[config.mk]
export PLATFORM = sky130hd
export DESIGN_NAME = instr_fetch_unit
export DESIGN_NICKNAME = d
export VERILOG_FILES = /design/src/rtl/instr_fetch_unit.sv
export SDC_FILE = /design/constraint.sdc
export NUM_CORES = 1
export LEC_CHECK = 0
export CORE_MARGIN = 3
export CORE_UTILIZATION = 47
export CTS_CLUSTER_DIAMETER = 120
export DETAILED_ROUTE_END_ITERATION = 6
export PLACE_DENSITY = 0.88
export SYNTH_ARGS = -nofsm -noshare
export SYNTH_HDL_FRONTEND = slang
export SYNTH_SLANG_ARGS = --single-unit
[constraint.sdc]
create_clock -name clk -period 2.9 [get_ports clk]
set_input_delay 0.58 -clock clk [delete_from_list [all_inputs] [get_ports clk]]
set_output_delay 0.58 -clock clk [all_outputs]
set_load 0.01 [all_outputs]
[src/rtl/instr_fetch_unit.sv]
`default_nettype none
// ============================================================================
// Module      : instr_fetch_unit
// Description : Fetch stage in front of a combinational 16-bit instruction
//               memory. Owns the PC, captures each returned word into an
//               IF/ID register with a valid/ready handshake toward decode, and
//               handles start-up, stalls, redirects, halt words and PCs that
//               run off the end of the memory.
// Revision    : 1.0 - initial release
// ============================================================================
module instr_fetch_unit #(
  parameter logic [15:0] RESET_PC  = 16'h0000,
  parameter int          MEM_DEPTH = 1000,
  parameter logic [15:0] HALT_WORD = 16'hFFFF
) (
  input  logic        clk,
  input  logic        rst,
  input  logic        start,
  output logic [15:0] imem_addr,
  input  logic [15:0] imem_data,
  input  logic        redirect_valid,
  input  logic [15:0] redirect_target,
  output logic        out_valid,
  input  logic        out_ready,
  output logic [15:0] out_instr,
  output logic [15:0] out_pc,
  output logic        halted,
  output logic        addr_err,
  output logic [15:0] fetch_count
);

  typedef enum logic [1:0] {
    ST_IDLE   = 2'd0,
    ST_RUN    = 2'd1,
    ST_HALTED = 2'd2
  } state_t;

  // Memory depth widened so the PC comparison is done without truncation.
  localparam logic [31:0] c_mem_depth = MEM_DEPTH;

  state_t      r_state;
  state_t      w_state_nxt;
  logic [15:0] r_pc;
  logic [15:0] w_pc_nxt;
  logic        r_out_valid;
  logic        w_out_valid_nxt;
  logic [15:0] r_out_instr;
  logic [15:0] w_out_instr_nxt;
  logic [15:0] r_out_pc;
  logic [15:0] w_out_pc_nxt;
  logic [15:0] r_fetch_count;
  logic [15:0] w_fetch_count_nxt;
  logic        r_addr_err;
  logic        w_addr_err_nxt;

  logic        w_fetch_en;
  logic        w_pc_oob;
  logic        w_is_halt;

  // The output register can take a new word when it is empty or being drained.
  assign w_fetch_en = !r_out_valid || out_ready;
  assign w_pc_oob   = ({16'd0, r_pc} >= c_mem_depth);
  assign w_is_halt  = (imem_data == HALT_WORD);

  // State register; reset returns the unit to IDLE regardless of the clock.
  always_ff @(posedge clk or posedge rst) begin
    if (rst) begin
      r_state <= ST_IDLE;
    end else begin
      r_state <= w_state_nxt;
    end
  end

  // Next-state and next-datapath decode, in per-cycle priority order.
  always_comb begin
    w_state_nxt       = r_state;
    w_pc_nxt          = r_pc;
    w_out_valid_nxt   = r_out_valid;
    w_out_instr_nxt   = r_out_instr;
    w_out_pc_nxt      = r_out_pc;
    w_fetch_count_nxt = r_fetch_count;
    w_addr_err_nxt    = r_addr_err;

    case (r_state)
      ST_IDLE: begin
        // Redirects are meaningless before fetching has begun.
        if (start) begin
          w_pc_nxt    = RESET_PC;
          w_state_nxt = ST_RUN;
        end
      end

      ST_RUN: begin
        if (redirect_valid) begin
          // Flush: the word in the output register (if any) is dropped, or
          // consumed by decode if it happens to be accepted this cycle.
          w_out_valid_nxt = 1'b0;
          w_pc_nxt        = redirect_target;
        end else if (w_pc_oob && w_fetch_en) begin
          w_state_nxt    = ST_HALTED;
          w_addr_err_nxt = 1'b1;
          if (out_ready) begin
            w_out_valid_nxt = 1'b0;
          end
        end else if (w_fetch_en) begin
          w_out_instr_nxt   = imem_data;
          w_out_pc_nxt      = r_pc;
          w_out_valid_nxt   = 1'b1;
          w_fetch_count_nxt = r_fetch_count + 16'd1;
          // A halt word parks the PC on itself so imem_addr shows where we stopped.
          if (w_is_halt) begin
            w_state_nxt = ST_HALTED;
          end else begin
            w_pc_nxt = r_pc + 16'd1;
          end
        end
        // Otherwise decode is stalling us and everything holds.
      end

      ST_HALTED: begin
        if (redirect_valid) begin
          w_pc_nxt        = redirect_target;
          w_out_valid_nxt = 1'b0;
          w_state_nxt     = ST_RUN;
        end else if (out_ready) begin
          w_out_valid_nxt = 1'b0;
        end
      end

      default: begin
        w_state_nxt = ST_IDLE;
      end
    endcase
  end

  // Datapath registers: PC, IF/ID register, capture counter, sticky error.
  always_ff @(posedge clk or posedge rst) begin
    if (rst) begin
      r_pc          <= RESET_PC;
      r_out_valid   <= 1'b0;
      r_out_instr   <= 16'd0;
      r_out_pc      <= 16'd0;
      r_fetch_count <= 16'd0;
      r_addr_err    <= 1'b0;
    end else begin
      r_pc          <= w_pc_nxt;
      r_out_valid   <= w_out_valid_nxt;
      r_out_instr   <= w_out_instr_nxt;
      r_out_pc      <= w_out_pc_nxt;
      r_fetch_count <= w_fetch_count_nxt;
      r_addr_err    <= w_addr_err_nxt;
    end
  end

  assign imem_addr   = r_pc;
  assign out_valid   = r_out_valid;
  assign out_instr   = r_out_instr;
  assign out_pc      = r_out_pc;
  assign halted      = (r_state == ST_HALTED);
  assign addr_err    = r_addr_err;
  assign fetch_count = r_fetch_count;

endmodule
`default_nettype wire

==> results.md <==
- Minimum clock period after layout: 2.35 ns
- Logic pwr share: 47.8%
- Number of buffers added by the clock tree synthesis step: 9
- Final hold vios: 0
- Setup ws final: 0.552 ns
- Clock transition at the register clock pins on the worst setup and hold paths after CTS: 0.08 ns
- Placement-stage worst setup slack: 0.314 ns
- Cell Area, Synth: 3300 um^2
- Primary FF master, synth: dfrtp_1
- Antenna Diode Count: 0
- TritonCTS clock tree: built
- Post-CTS Hold Buffers: 0
- Skew-Pair Late Insertion Delay: 0.34 ns
- Internal power contribution: 2.63 mW
- Synthesized instance count: 354
- Post-layout instance count excluding filler cells: 557
- Count of flip-flops with a built-in enable after synthesis: 0
- Kind of critical path: reg -> reg
- Xor and xnor area share after synthesis: 4.51%
- Unrepaired setup endpoints after global routing: false
- Number of pins exceeding their max-slew limit in the final report: 0
- Top library cells by usage in the layout, fill and taps aside: 103 x clkdlybuf4s50_1, 100 x nand2_1, 68 x dfrtp_1
- Most area-hungry cell type in the Yosys netlist: dfrtp_1
- Worst supply voltage drop on vdd: 683 uV
- Avg Cell Area, Syn: 9.33 um^2
- Final-layout worst hold slack: 0.474 ns
- Post-Route WL: 8.72 mm
- DRC: 0
- Portion of netlist area occupied by mux cells: 1.97%
- GP Congestion: 0.961
- Number of global-route vias before repair: 2934
- Relative slew slack: 60.7%
- Setup crit start kind: flop
- Worst reg-to-reg path cell count: 5
- Standard cell core area: 6570 um^2
- CTS HTree Levels: 3
- Endpoint of the worst-slack reg-to-reg timing path: imem_addr[5]
- Most common library cell in the layout ignoring fill and taps: clkdlybuf4s50_1
- Required @ worst endpoint: 3.13 ns
- Clock Path Buffers: 2
- Resized Gates After CTS: 0
- Area of the die: 8070 um^2
- Fraction of final layout cells with drive strength greater than 1: 6.68%
- Number of standard-cell rows in the floorplan: 29
- Final Cell Area: 4660 um^2
- Effective utilization at floorplan: 50.3%
- Count of state elements after synthesis: 68
- Via-to-Cell Ratio: 5.46
- Cell area power density: 957 nW/um^2
- Maximum number of pins on one net before global-route repair: 43
- Dominant combinational cell family by area after synthesis: simple AND/OR/NAND/NOR gates
- Launch point of the worst hold path: fetch_count[15]
- Total power: 4.46 mW
- Worst-path fanout max: 16
- # fillers: 473
- Largest cells by area after synthesis: dfrtp_1 52%, nand2_1 11%, xnor2_1 3.7%
- Via count: 3041
- Actual transition at the worst max-transition pin: 0.589 ns
- Clk sinks: 68
- Fraction of registers with async set or reset after synthesis: 100%
- Top Ports: 104
- Layout overhead on the synthesized area: 41.0%
- Setup tns final: 0 ns
- Antenna violations before repair: 0
- Nets in the synthesized netlist: 398
- Synthesized-area fraction occupied by ao, oa, aoi and oai cells: 11.2%
- Post-detailed-placement cell area: 4460 um^2
- Vertical extent of the die: 89.8 um
- Chip width: 89.8 um
- Core utilization of the finished layout: 70.9%
- Multi-input logic area: 1510 um^2
- Total congestion overflow after global routing: 0
- Critical path origin: imem_addr[10]
- CTS Root Buffer Type: clkbuf_8
- Reg2Reg Launch Point: imem_addr[10]
- Routed Antenna Nets: 0
- P_sw: 1.83 mW
- Count of buffers added by post-CTS timing repair for setup: 0
- Synthesized-area fraction occupied by and/or/nand/nor cells: 25.2%
- Result of the run: finished clean
- Synthesis warning total: 0
- Placed cells: 541
- Wire length of the first global-routing pass: 14.6 mm
- Seq pwr share: 34.4%
- Storage cell area: 1700 um^2
- Synth top area share: 51.5%
- Worst setup skew after layout: 0.00966 ns
- Starting DRC count in detailed routing: 166
- Overall global routing resource usage: 22.0%
- Synth cell types: 40
- Layout net count: 503
- Clock Power Share: 17.8%
- Sequential fraction of the synthesis area: 51.5%
- Static leakage power: 2.02 nW
- MaxCap Viol Count: 0
- Number of port buffers: 103
- Slack of the worst reg-to-reg path: 0.55 ns
- Worst Hold Class: reg -> reg
- Min-Delay Endpoint: fetch_count[15]
- Number of setup violations in the final report: 0
- Critical Path AT: 2.57 ns
- Half-perimeter wire length after placement: 6.37 mm
- Maximum achievable frequency: 426 MHz
- Routed wire length per instance: 15.7 um
- First drt pass iteration count: 5
- Synth Area in Adders: 2.65%
- Sw frac: 41.0%
- Post-route clock period utilization: 81.0%
- Number of cells traversed by the worst hold path: 1
- Type of element capturing the critical path: flop
==> cell families after synthesis <==
logic type | Yosys count
AND/OR/NAND/NOR | 179
flip-flops | 68
AO/OA/AOI/OAI | 53
buffers and inverters | 24
XOR/XNOR | 17
adder cells (fa/ha/maj) | 7
multiplexers | 6
==> layer usage <==
metal	vias to the layer above	share of wire, %	track usage [%]	wire, um
li1	1440	-	-	-
met2	149	48	35.1	4210
met4	0	2.1	8.43	179
met3	20	7.7	4.84	669
met1	1432	42	29.6	3670
met5	-	0	0	0
==> sequential cells by signal, indices dropped and copies added, names as in the netlist <==
name / count
addr_err: 1
fetch_count: 16
imem_addr: 16
out_instr: 16
out_pc: 16
out_valid: 1
r_state: 2
==> synthesized netlist by cell type, types with 2 or more instances <==
library cell / n
ha_1: 7
inv_1: 10
and3_1: 3
nor3_1: 6
nor4_1: 4
nand2b_1: 5
xor2_1: 3
o31ai_1: 3
buf_2: 2
o31a_1: 2
nand2_1: 100
a32o_1: 8
dfrtp_1: 68
or4_1: 2
or3_1: 4
a21oi_1: 4
clkbuf_1: 11
o211ai_1: 2
xnor2_1: 14
mux2_2: 4
and2_1: 7
a31oi_1: 2
a22o_1: 3
nand3_1: 11
nor2_1: 15
o21ai_0: 21
a21o_1: 2
nor2b_1: 2
nand4_1: 15
nor4_2: 2
mux2i_1: 2
a32oi_1: 2
==> cell type report <==
class                   instances  share of cell area [%]
clock buffers                  10                    2.96
multi-input cells             262                    32.3
repair buffers                108                    23.5
flip-flops and latches         68                    36.5
inverters                      10                   0.806
clock inverters                 6                    1.37
well taps                      93                    2.50
==> worst max-delay path, cell delays in order, from the launching register on <==
cell and delay, ns:
dfrtp_1 0.46, nor4_2 0.31, o211ai_2 0.28, o31a_1 0.40, nor2_4 0.38, mux2_2 0.38
==> power by group through the flow <==
stage	Clock (mW)	Sequential [mW]	Combinational [mW]
2_1_floorplan	0	1.60	1.10
3_3_place_gp	0	1.53	2.06
3_5_place_dp	0	1.54	2.12
4_1_cts	0.799	1.53	2.13
5_1_grt	0.837	1.57	2.33
6_report	0.794	1.53	2.13
==> worst max path at each step <==
stage                    endpoint  slack [ns]  depth (start not counted)
floorplan                addr_err        0.61                          1
global placement     imem_addr[8]        0.35                          7
detailed placement  imem_addr[12]        0.31                          5
CTS                        halted        0.57                          3
global route         imem_addr[8]        0.38                          5
finish               imem_addr[5]        0.55                          5
Note: power is estimated with default switching activity, not from simulation.
